<file path="src/rtl/key_debounce.sv">
// Synchronises, debounces and edge-detects active-low push-button keys.
// Each channel yields a clean pressed level plus one-cycle press/release pulses.
module key_debounce #(
   parameter int NUM_KEYS        = 4,
   parameter int DEBOUNCE_CYCLES = 500000
) (
   input  logic                i_clk,
   input  logic                i_rst_n,
   input  logic [NUM_KEYS-1:0] i_key_n,
   output logic [NUM_KEYS-1:0] o_level,
   output logic [NUM_KEYS-1:0] o_press,
   output logic [NUM_KEYS-1:0] o_release
);

   localparam int CW = $clog2(DEBOUNCE_CYCLES + 1);
   localparam logic [CW-1:0] LAST_CNT = CW'(DEBOUNCE_CYCLES - 1);

   typedef enum logic {
      ST_STABLE,
      ST_CHECK
   } state_t;

   logic [NUM_KEYS-1:0] sync1;
   logic [NUM_KEYS-1:0] sync2;

   // Both stages reset to the released level so reset release never fakes a press edge.
   always_ff @(posedge i_clk or negedge i_rst_n) begin
      if (!i_rst_n) begin
         sync1 <= '1;
         sync2 <= '1;
      end else begin
         // NOTE: non-blocking so stage2 takes the previous stage1 value, forming a real 2-flop chain.
         sync1 <= i_key_n;
         sync2 <= sync1;
      end
   end

   for (genvar k = 0; k < NUM_KEYS; k++) begin : g_key
      state_t        state;
      logic [CW-1:0] cnt;
      logic          p_sync;
      logic          level_q;
      logic          press_q;
      logic          rel_q;

      assign p_sync = ~sync2[k];

      always_ff @(posedge i_clk or negedge i_rst_n) begin
         if (!i_rst_n) begin
            state   <= ST_STABLE;
            cnt     <= '0;
            level_q <= 1'b0;
            press_q <= 1'b0;
            rel_q   <= 1'b0;
         end else begin
            press_q <= 1'b0;
            rel_q   <= 1'b0;
            case (state)
               ST_STABLE: begin
                  if (p_sync != level_q) begin
                     state <= ST_CHECK;
                     cnt   <= CW'(1);
                  end else begin
                     cnt   <= '0;
                  end
               end
               ST_CHECK: begin
                  if (p_sync == level_q) begin
                     state <= ST_STABLE;
                     cnt   <= '0;
                  end else if (cnt == LAST_CNT) begin
                     // Accepted change: the pulse lines up with the first cycle of the new level.
                     level_q <= p_sync;
                     press_q <= p_sync;
                     rel_q   <= ~p_sync;
                     state   <= ST_STABLE;
                     cnt     <= '0;
                  end else begin
                     cnt <= cnt + 1'b1;
                  end
               end
               default: begin
                  state <= ST_STABLE;
                  cnt   <= '0;
               end
            endcase
         end
      end

      assign o_level[k]   = level_q;
      assign o_press[k]   = press_q;
      assign o_release[k] = rel_q;
   end

endmodule

</file>
<file path="config.mk">
export PLATFORM = sky130hd
export DESIGN_NAME = key_debounce
export DESIGN_NICKNAME = d
export VERILOG_FILES = /design/src/rtl/key_debounce.sv
export SDC_FILE = /design/constraint.sdc
export NUM_CORES = 1
export LEC_CHECK = 0
export CORE_MARGIN = 1.5
export CORE_UTILIZATION = 35
export DETAILED_ROUTE_END_ITERATION = 12
export GPL_TIMING_DRIVEN = 0
export MAX_ROUTING_LAYER = met4
export PLACE_DENSITY = 0.59
export SYNTH_ARGS = -nofsm -noshare
export SYNTH_HDL_FRONTEND = slang
export SYNTH_SLANG_ARGS = --single-unit
</file>
<file path="constraint.sdc">
create_clock -name i_clk -period 2.75 [get_ports i_clk]
set_input_delay 0.275 -clock i_clk [delete_from_list [all_inputs] [get_ports i_clk]]
set_output_delay 0.275 -clock i_clk [all_outputs]
set_load 0.1 [all_outputs]
</file>
# Word-level counts from Yosys, hierarchy flattened
# Cells that the tools add are included.
# op_classes
n_addsub	4
mul	0
div_mod_pow	0
order_cmp	0
n_eq_ne	12
shift	0
mux	56
n_bitwise	12
reduce_logical	4
# ops
operator	n
$mux W19	8
$pmux W19 S2	4
$add A19 B1 Y19 const B	4
$eq A19 B19 Y1 const B	4
$mux W1	40
$not A1 Y1	12
$reduce_and A3 Y1	4
$pmux W1 S2	4
$eq A1 B1 Y1	4
$ne A1 B1 Y1	4
# totals
ff_bits	100
latchBits	0
mem_bits_rw	0
romBits	0
input_bits	6
output_inout_bits	12
elab_cells	110
n_memories	0

# Longest topological paths before layout
# Gate-level depths: netlist of the first run.
# logic_depth
depth_word	4
mapped_depth	7

# Worst setup path before layout of the first run
# No wires, ideal clock.
# synth_timing
path_type	flip-flop to flip-flop
from	reg g_key[0].cnt[0]
to	reg g_key[0].cnt[18]
setup_time_ps	79
arrival_ps	1820
required_ps	2671
setup_slack_ps	851
path_stages_with_launch	6
n_path_buf	0
synth_period_minus_slack_ps	1899
cell_sequence	dfrtp_1 > ha_1 > nand4_2 > or4_4 > or4_1 > a21oi_1
# synth_between
elab_chain_len	4
word_cells_on_any_way	5
classes_between	add/sub (1); eq/ne (1); mux (3)
# synth_rtl
item	line	text
start, declared	40	logic [CW-1:0] cnt;
start signal, assigned	79	cnt <= cnt + 1'b1;
$add A19 B1 Y19 or $eq A19 B19 Y1 (tied branches)	79, 71	
$mux W19 (*)	71	end else if (cnt == LAST_CNT) begin
$mux W19 (*)	68	if (p_sync == level_q) begin
$pmux W19 S2 (*)	58	case (state)
# Every way passes the cells marked *; elsewhere a longest branch is shown, timed or not.
# A chain may end at the register's enable or synchronous reset.

# Final worst setup path of the first run
# layout_timing
from	reg g_key[2].level_q
to	out o_level[2]
# layout_rtl
item	line	text
start, declared	42	logic level_q;
start signal, assigned	73	level_q <= p_sync;
end, declared	10	output logic [NUM_KEYS-1:0] o_level,
# No word-level cell between the ends.

==> results of run 1 <==
power by group through the flow:
| stage | Combinational [mW] | Sequential [mW] | Clock, mW |
|---|---|---|---|
| after CTS | 0.142 | 1.54 | 1.27 |
| after floorplan | 0.0777 | 1.55 | 0 |
| final | 0.138 | 1.54 | 1.22 |
| after global placement | 0.134 | 1.56 | 0 |
| after detailed placement | 0.142 | 1.56 | 0 |
| after global routing | 0.162 | 1.54 | 1.33 |
final timing paths:
kind                             startpoint          endpoint  slack [ns]
min in group asynchronous           i_rst_n  g_key[3].cnt[13]        0.39
setup / recovery           g_key[2].level_q        o_level[2]        0.45
hold reg to reg                    sync1[1]          sync2[1]        0.36
max in group asynchronous           i_rst_n          sync1[0]        1.62
setup reg to reg            g_key[3].cnt[0]   g_key[3].cnt[9]        0.57
hold / removal                   i_key_n[1]          sync1[1]        0.33
per-stage QoR:
stage                     instances  TNS, ns
after floorplan                 467        0
after global placement          660  -219.59
after detailed placement        661        0
after CTS                       678        0
after global routing            678        0
final                           678        0
per-layer routing:
| metal | vias to the layer above | wire length, µm | GRT usage (%) |
|---|---|---|---|
| met4 | 0 | 262 | 8.43 |
| met2 | 48 | 3880 | 21.2 |
| met5 | - | 0 | - |
| li1 | 1697 | - | - |
| met1 | 1634 | 4410 | 17.2 |
| met3 | 18 | 250 | 2.83 |
what timing repair did:
item / CTS / global route
endpoints found under the setup margin: 0 / 0
endpoints found under the hold margin: 25 / 0
hold buffers: 1 / 0
state kept, by name, indices dropped and copies added, names as in the netlist:
name	flops
sync2	4
g_key.rel_q	4
g_key.press_q	4
sync1	4
g_key.cnt	76
g_key.state	4
g_key.level_q	4
cell usage after synthesis (8+ instances only):
cell type | count | area (µm²)
a21oi_1 | 16 | 80.1
buf_4 | 13 | 97.6
dfrtp_1 | 92 | 2300
dfstp_2 | 8 | 210
inv_1 | 21 | 78.8
nand2_1 | 23 | 86.3
nand3_1 | 26 | 130
nand4_1 | 23 | 144
nor2_1 | 62 | 233
nor3_1 | 15 | 75.1
nor4_1 | 14 | 87.6
o21ai_0 | 13 | 65.1
or3_1 | 9 | 56.3
xnor2_1 | 28 | 245
xor2_1 | 28 | 245
placed cells by master, fill, tap and decap left out, types with 13 or more instances in the layout:
master	Yosys	final
a21oi_1	16	16
buf_4	13	14
clkdlybuf4s50_1	0	16
dfrtp_1	92	92
inv_1	21	21
nand2_1	23	23
nand3_1	26	26
nand4_1	23	23
nor2_1	62	62
nor3_1	15	15
nor4_1	14	14
o21ai_0	13	13
xnor2_1	28	28
xor2_1	28	28
cell families (layout without fill, tap and decap cells):
group	count (synthesis)	count (layout)	synth area share, %
and+or+nand+nor	215	215	24.5
xor gates and xnor gates	56	56	10.4
buffers and inverters	44	79	4.68
AOI/OAI and AO/OA	48	48	6.19
DFF	100	100	53.1
adders and majority gates	4	4	1.06
layout make-up:
cell class | count | area, µm²
sequential | 100 | 2510
fill | 1256 | 7750
clock buffer | 13 | 270
tap | 176 | 220
buffer | 23 | 143
inverter | 21 | 78.8
timing repair buffer | 19 | 205
clock inverter | 3 | 20.0
multi-input combinational | 323 | 1990
==> results.md, run 1 <==
Critical path:
- The number of cells on the critical path is 2.
- The startpoint type of the worst setup path is a flip-flop.
- The number of cells on the worst reg-to-reg path is 6.
- On the worst path, the slowest cell contributes a delay of 1.12 ns.
- Walking the worst path, the cells encountered are buf_4, clkdlybuf4s50_1.
- The total buffers and inverters traversed by the critical path is 2.
- STA puts the critical path data arrival time at 2.02 ns.
- The kind of cell with the highest combined delay on the critical path is buffers and inverters.
- STA classifies the critical path endpoint as an output port.
- In this run the worst path has a maximum fanout of 3.
- STA puts the critical path data required time at 2.48 ns.
- The library cell contributing the largest single delay on the critical path is clkdlybuf4s50_1.
- The setup path with the least slack is of type reg -> out.

Die:
- The core outline area is 13200 µm².
- The vertical die dimension is 119 µm.
- The initial standard-cell utilization of the core is 35.8%.
- Measured along the x axis, the die boundary spans 119 µm.
- The total number of placement rows is 42.
- The die covers 14200 µm².
- During I/O placement, the number of pins put on the boundary was 18.

Clock network:
- The H-tree depth is 3.
- TritonCTS created 9 clock buffers.
- The clock tree from TritonCTS is yes.
- The tree built by TritonCTS fans out to 100 sinks.
- The clock-pin slew on the worst setup and hold paths is 0.07 ns.
- The clock tree buffer depth is 2.
- The buffer cell driving the clock tree root is clkbuf_16.
- In this run, post-CTS repair resized a total of 0 instances.
- In this run the post-CTS setup repair buffer count came out at 0.
- The clock reaches the later pin of the worst-skew pair after 0.35 ns.

Logic synthesis:
- Counting every net in the synthesized netlist gives 477.
- Synthesis produced a netlist whose cell count is 467.
- The number of flops mapped to enable cells by yosys is 0.
- Synthesis inferred 100 register bits.
- In the synthesized netlist the dominant register cell turns out to be dfrtp_1.
- The synthesized area divided by synthesized cell count is 10.1 µm².
- The synthesized area is 4730 µm².
- The number of warnings issued by yosys is 0.
- Sequential elements use 53.1% of the synthesized area.
- In the synthesized netlist the async set-or-reset flop fraction comes to 100%.
- Synthesis instantiated 38 different standard cells from the library.

Min path:
- The number of cells on the worst hold path is 1.
- The path class of the tightest hold or removal check is in -> reg.

GRT:
- The global route total overflow is 0.
- The initial antenna violation count is 0.
- The global-route usage over all layers is 14.0%.
- The number of global-route vias before repair was 3303.
- The largest net degree at the start of global routing is 74.
- The first-pass GRT wire length is 15400 µm.

Cells and area:
- The fraction of final layout cells sized beyond drive strength 1 is 11.6%.
- The share of the core filled with cells in the final layout is 41.3%.
- The area overhead of the layout relative to synthesis is 15.1%.
- The number of inserted diodes is 0.
- After routing the design area is 5440 µm².
- The final-stage net count is 507.

Timing:
- The setup clock skew after layout is 0.00655 ns.
- The slew of the pin with the lowest slew margin is 1.02 ns.
- The final number of max-transition violations was 0.
- The setup slack after layout is 0.454 ns.
- The share of the clock period used by the worst path after layout is 83.5%.
- Measured against its own limit, the worst slew margin works out to 31.6%.
- The time the final worst path needs with I/O delays and setup is 2.30 ns.
- The upper clock frequency limit is 0.435 GHz.
- Setup repair after global routing left no endpoint under its margin.
- The number of failing hold endpoints at the final stage was 0.
- The number of setup violations in the final report is 0.
- The worst hold slack is 0.327 ns.

Placed design:
- The wire-length estimate of the detail-placed layout is 5980 µm.
- The final weighted congestion in routability-driven placement is 0.839.
- Summing all placed instances gives a cell area of 5140 µm².
- During placement, the flow inserted port buffers numbering 17.
- The worst slack after detailed placement is 0.534 ns.

Drt:
- Using the TritonRoute via totals, the vias-per-cell ratio works out to 5.01.
- The average wire per standard cell is 13.0 µm.
- The post-detailed-routing wire length is 8800 µm.
- The number of iterations in the first detailed-routing pass is 4.
- The total DRC errors in the routed layout is 0.
- After the first detailed-routing iteration, the DRC count stood at 231.
- The final route contains 3397 vias.
- In this run the remaining antenna-violating nets after routing total 0.

Power and ir drop:
- The leakage component of the power is 2.10 nW.
- In this run the power density over the cells is 532 nW/µm².
- Internal power comes to 2.24 mW.
- Combinational cells account for 4.7% of the total power.
- The sequential share of power is 53.0%.
- Summed over all nets, the switching power comes to 0.660 mW.
- The design draws 2.90 mW.
- The worst-case IR drop observed on VDD is 0.000378 V.
- The clock network burns 42.3% of the power.
- Net switching is 22.8% of the power.

Job:
- The tool flagged a number of max-cap violations equal to 0.

Run status:
- The run finished with clean final reports.
(Power assumes the default switching activity.)
==> inputs of run 2 (changes only) <==
Settings changed: PLACE_DENSITY 0.59 to 0.6.
Clock period 2.75 ns to 2.05 ns, I/O delays scaled along.
==> run 2 against run 1 <==
First-iteration DRC count shrank 24%. Via count grew 0.21%. Global-route usage shrank 0.12 points. Sequential cell count is the same. Sequential power grew 34%. Power grew 32%. Clock power grew 27%. Worst hold slack lost 0.054 ns. Critical path type is now reg -> reg. Critical endpoint is now g_key[0].cnt[18]. Largest cell class unchanged. Largest power group unchanged.
==> results.md, run 2 (synthesis gave the netlist of run 1 again) <==
Run status:
- The flow ran to the end, and the final reports show no timing, DRC or antenna violations.

Timing:
- The upper clock frequency limit is 0.507 GHz.
- The final number of max-transition violations is 0.
- Setup repair after global routing left no endpoint under its margin.
- Across all setup checks in the final design, the least slack found is 0.0779 ns.
- Setup violations remaining at the end of the flow were counted as 0.
- The normalized max-slew margin is 36.6%.
- After layout, the worst path uses 96.2% of the clock period.
- The time the final worst path needs with I/O delays and setup is 1.97 ns.
- The number of failing hold endpoints at the final stage is 0.
- The slew of the pin with the lowest slew margin is 0.954 ns.
- The aggregate negative setup slack is 0 ns.
- The setup clock skew after layout is 0.00819 ns.

Die:
- The count of pins on the block boundary is 18.
- In this run the vertical extent of the chip is 119 µm.
- The die covers 14200 µm².
- The total number of placement rows is 42.
- In this run the standard cell core region covers 13200 µm².
- The initial standard-cell utilization of the core is 35.8%.
- Measured along the x axis, the die boundary spans 119 µm.

Power and ir drop:
- The design internal power is 2.94 mW.
- The analysis attributes to net switching a power of 0.873 mW.
- The areal power density over the cells is 695 nW/µm².
- In this run switching power makes up 22.9% of total power.
- The worst IR drop on VDD is 0.000369 V.
- The sequential share of power is 54.0%.
- Of the total power, combinational logic draws 5.3%.
- For this design the static power due to leakage is 2.17 nW.
- The clock group share of total power is 40.7%.

Min path:
- The endpoint of the worst hold-timing path is sync1[1].
- The number of cells on the worst hold path is 1.
- In this run the worst hold path is classified as in -> reg.
- The hold path startpoint is i_key_n[1].

Job:
- The tool flagged a number of max-cap violations equal to 0.

Critical path:
- Data on the critical path is required at its endpoint by 2.32 ns.
- The maximum fanout along the worst path is 6.
- The worst setup path is launched from a flip-flop.
- The signal arrival time at the worst endpoint is 2.24 ns.
- The kind of cell with the highest combined delay on the critical path is simple AND/OR/NAND/NOR gates.
- The library cell contributing the largest single delay on the critical path is or4_4.
- The worst setup path is captured at a flip-flop.
- Counting both buffers and inverters, the worst setup path holds a total of 0.
- In this run the critical register-to-register path is launched from g_key[0].cnt[0].
- The critical path is of the reg -> reg type.
- In this design, the stage delay of the slowest critical-path cell is 0.59 ns.
- Counting cells, the worst reg-to-reg path comes to 5.
- In this run the critical register-to-register path is captured at g_key[0].cnt[18].
- The critical path goes through ha_4, nand4_2, or4_4, or4_1, a21oi_2.
- Across all register-to-register paths, the minimum setup slack is 0.08 ns.

GRT:
- The largest net degree at the start of global routing is 60.
- Global routing consumed, over all layers together, 13.9% of the routing resources.
- The layer with the highest usage is met2.
- Global routing finished with a remaining overflow of 0.
- The fraction of met1 tracks used by global routing is 17.7%.
- The initial antenna violation count was 0.
- In the global route stage, met2 resource usage came out at 22.0%.
- The global routing usage on met3 is 1.72%.
- The number of global-route vias before repair is 3499.
- The first global-routing pass estimated 15800 µm of wire.

Drt:
- In the final routed layout, each cell accounts on average for 12.8 µm.
- The count of routing violations after the opening detailed-route iteration is 176.
- For this run, design rule violations remaining after detail routing come to 0.
- The routed layout has 3404 vias.
- Dividing the detail-routed via count by the number of cells gives 5.01.
- The number of nets with antenna violations after routing is 0.
- The first detailed-routing pass ran for 4 iterations.
- Wires add up to 8680 µm.

Clock network:
- Clock latency on the worst-skew pair, taken at its later pin, is 0.34 ns.
- The tree is rooted in a clkbuf_16.
- The clock tree from TritonCTS is yes.
- The longest clock path from root to sink contains 2 buffers.
- The H-tree depth is 3.
- Counting every sink on the clock net gives 100.
- After clock tree synthesis, the clock-pin slew on the worst setup and hold paths is 0.07 ns.
- The number of buffers added by the clock tree synthesis step is 9.

Cells and area:
- In the final design database the tool counted 510 nets.
- Counting flops per register, the top entry is g_key.cnt.
- The most common cell after layout, fill and taps aside is dfrtp_1.
- The register with the most flip-flops in the layout has 76 of them.
- The area overhead of the layout relative to synthesis is 16.2%.
- With fillers left out, the area of the finished cells amounts to 5490 µm².
- The number of fill cells in the layout is 1218.
- The fraction of final layout cells sized beyond drive strength 1 is 13.5%.
- The number of inserted diodes is 0.
- The library cells used most frequently in the layout, excluding fill and tap cells, are dfrtp_1 (91), nor2_1 (62), xor2_1 (28), xnor2_1 (28), nand3_1 (25).
- The share of the core filled with cells in the final layout is 41.7%.

Placed design:
- Buffers placed on the I/O ports in this run total 17.
- The placed instances occupy a cell area of 5140 µm².
- Routability-driven placement finished with a final weighted congestion of 0.793.
- Once detailed placement completed, the half-perimeter wirelength came to 5920 µm.
- At the placement stage, the worst setup path has a slack of -0.149 ns.
[run 2: changes by cell type in the layout (fill, tap and decap cells not counted), sizes merged]
cell / previous run / this run
dlygate4sd2: 0 / 12
clkinv: 1 / 3
clkinvlp: 2 / 1
buf: 21 / 24
clkdlybuf4s50: 16 / 4
clkbuf: 17 / 15
[run 2: metal layers]
layer | part of all wire [%] | wire [µm]
met2 | 48 | 4160
met3 | 1.7 | 150
met4 | 1.5 | 131
met5 | 0 | 0
met1 | 49 | 4230
[run 2: layout make-up]
class	count	area [µm²]	share of cell area, %
Timing Repair Buffer	23	220	4.01
Clock inverter	4	26.3	0.478
Inverter	21	78.8	1.43
Buffer	22	141	2.57
Clock buffer	11	243	4.42
Multi-Input combinational cell	323	2050	37.3
Sequential cell	100	2510	45.8
Tap cell	176	220	4.01
[run 2: worst max path at each step]
stage,endpoint,cells past startpoint,start,slack [ns]
after global routing,g_key[0].cnt[18],5,g_key[0].cnt[0],0.005
after global placement,g_key[2].state,1,i_rst_n,-2.95
after detailed placement,g_key[2].cnt[8],7,g_key[2].cnt[0],-0.15
after CTS,g_key[1].cnt[10],5,g_key[1].cnt[15],0.005
after floorplan,g_key[0].cnt[18],5,g_key[0].cnt[0],0.15
final,g_key[0].cnt[18],5,g_key[0].cnt[0],0.08
[run 2: power groups by stage]
stage / Clock (mW) / Sequential [mW] / Combinational (mW)
floorplan: 0 / 2.09 / 0.104
global placement: 0 / 2.10 / 0.179
detailed placement: 0 / 2.10 / 0.190
CTS: 1.61 / 2.06 / 0.199
global route: 1.68 / 2.07 / 0.235
finish: 1.55 / 2.06 / 0.202
[run 2: per-stage QoR]
stage                     cells  hold WS (ns)  power [mW]
after global placement      660         0.346        2.27
after CTS                   678         0.258        3.87
after global routing        680         0.274        3.99
after detailed placement    661         0.237        2.29
final                       680         0.273        3.82
after floorplan             467       -0.0906        2.19
[run 2: what timing repair did]
action	CTS	global route
setup endpoints to repair	43	41
pin swaps	1	0
endpoints found under the hold margin	39	0
gates cloned	0	0
buffers inserted	1	3
hold buffers	1	0
resized for setup	16	8
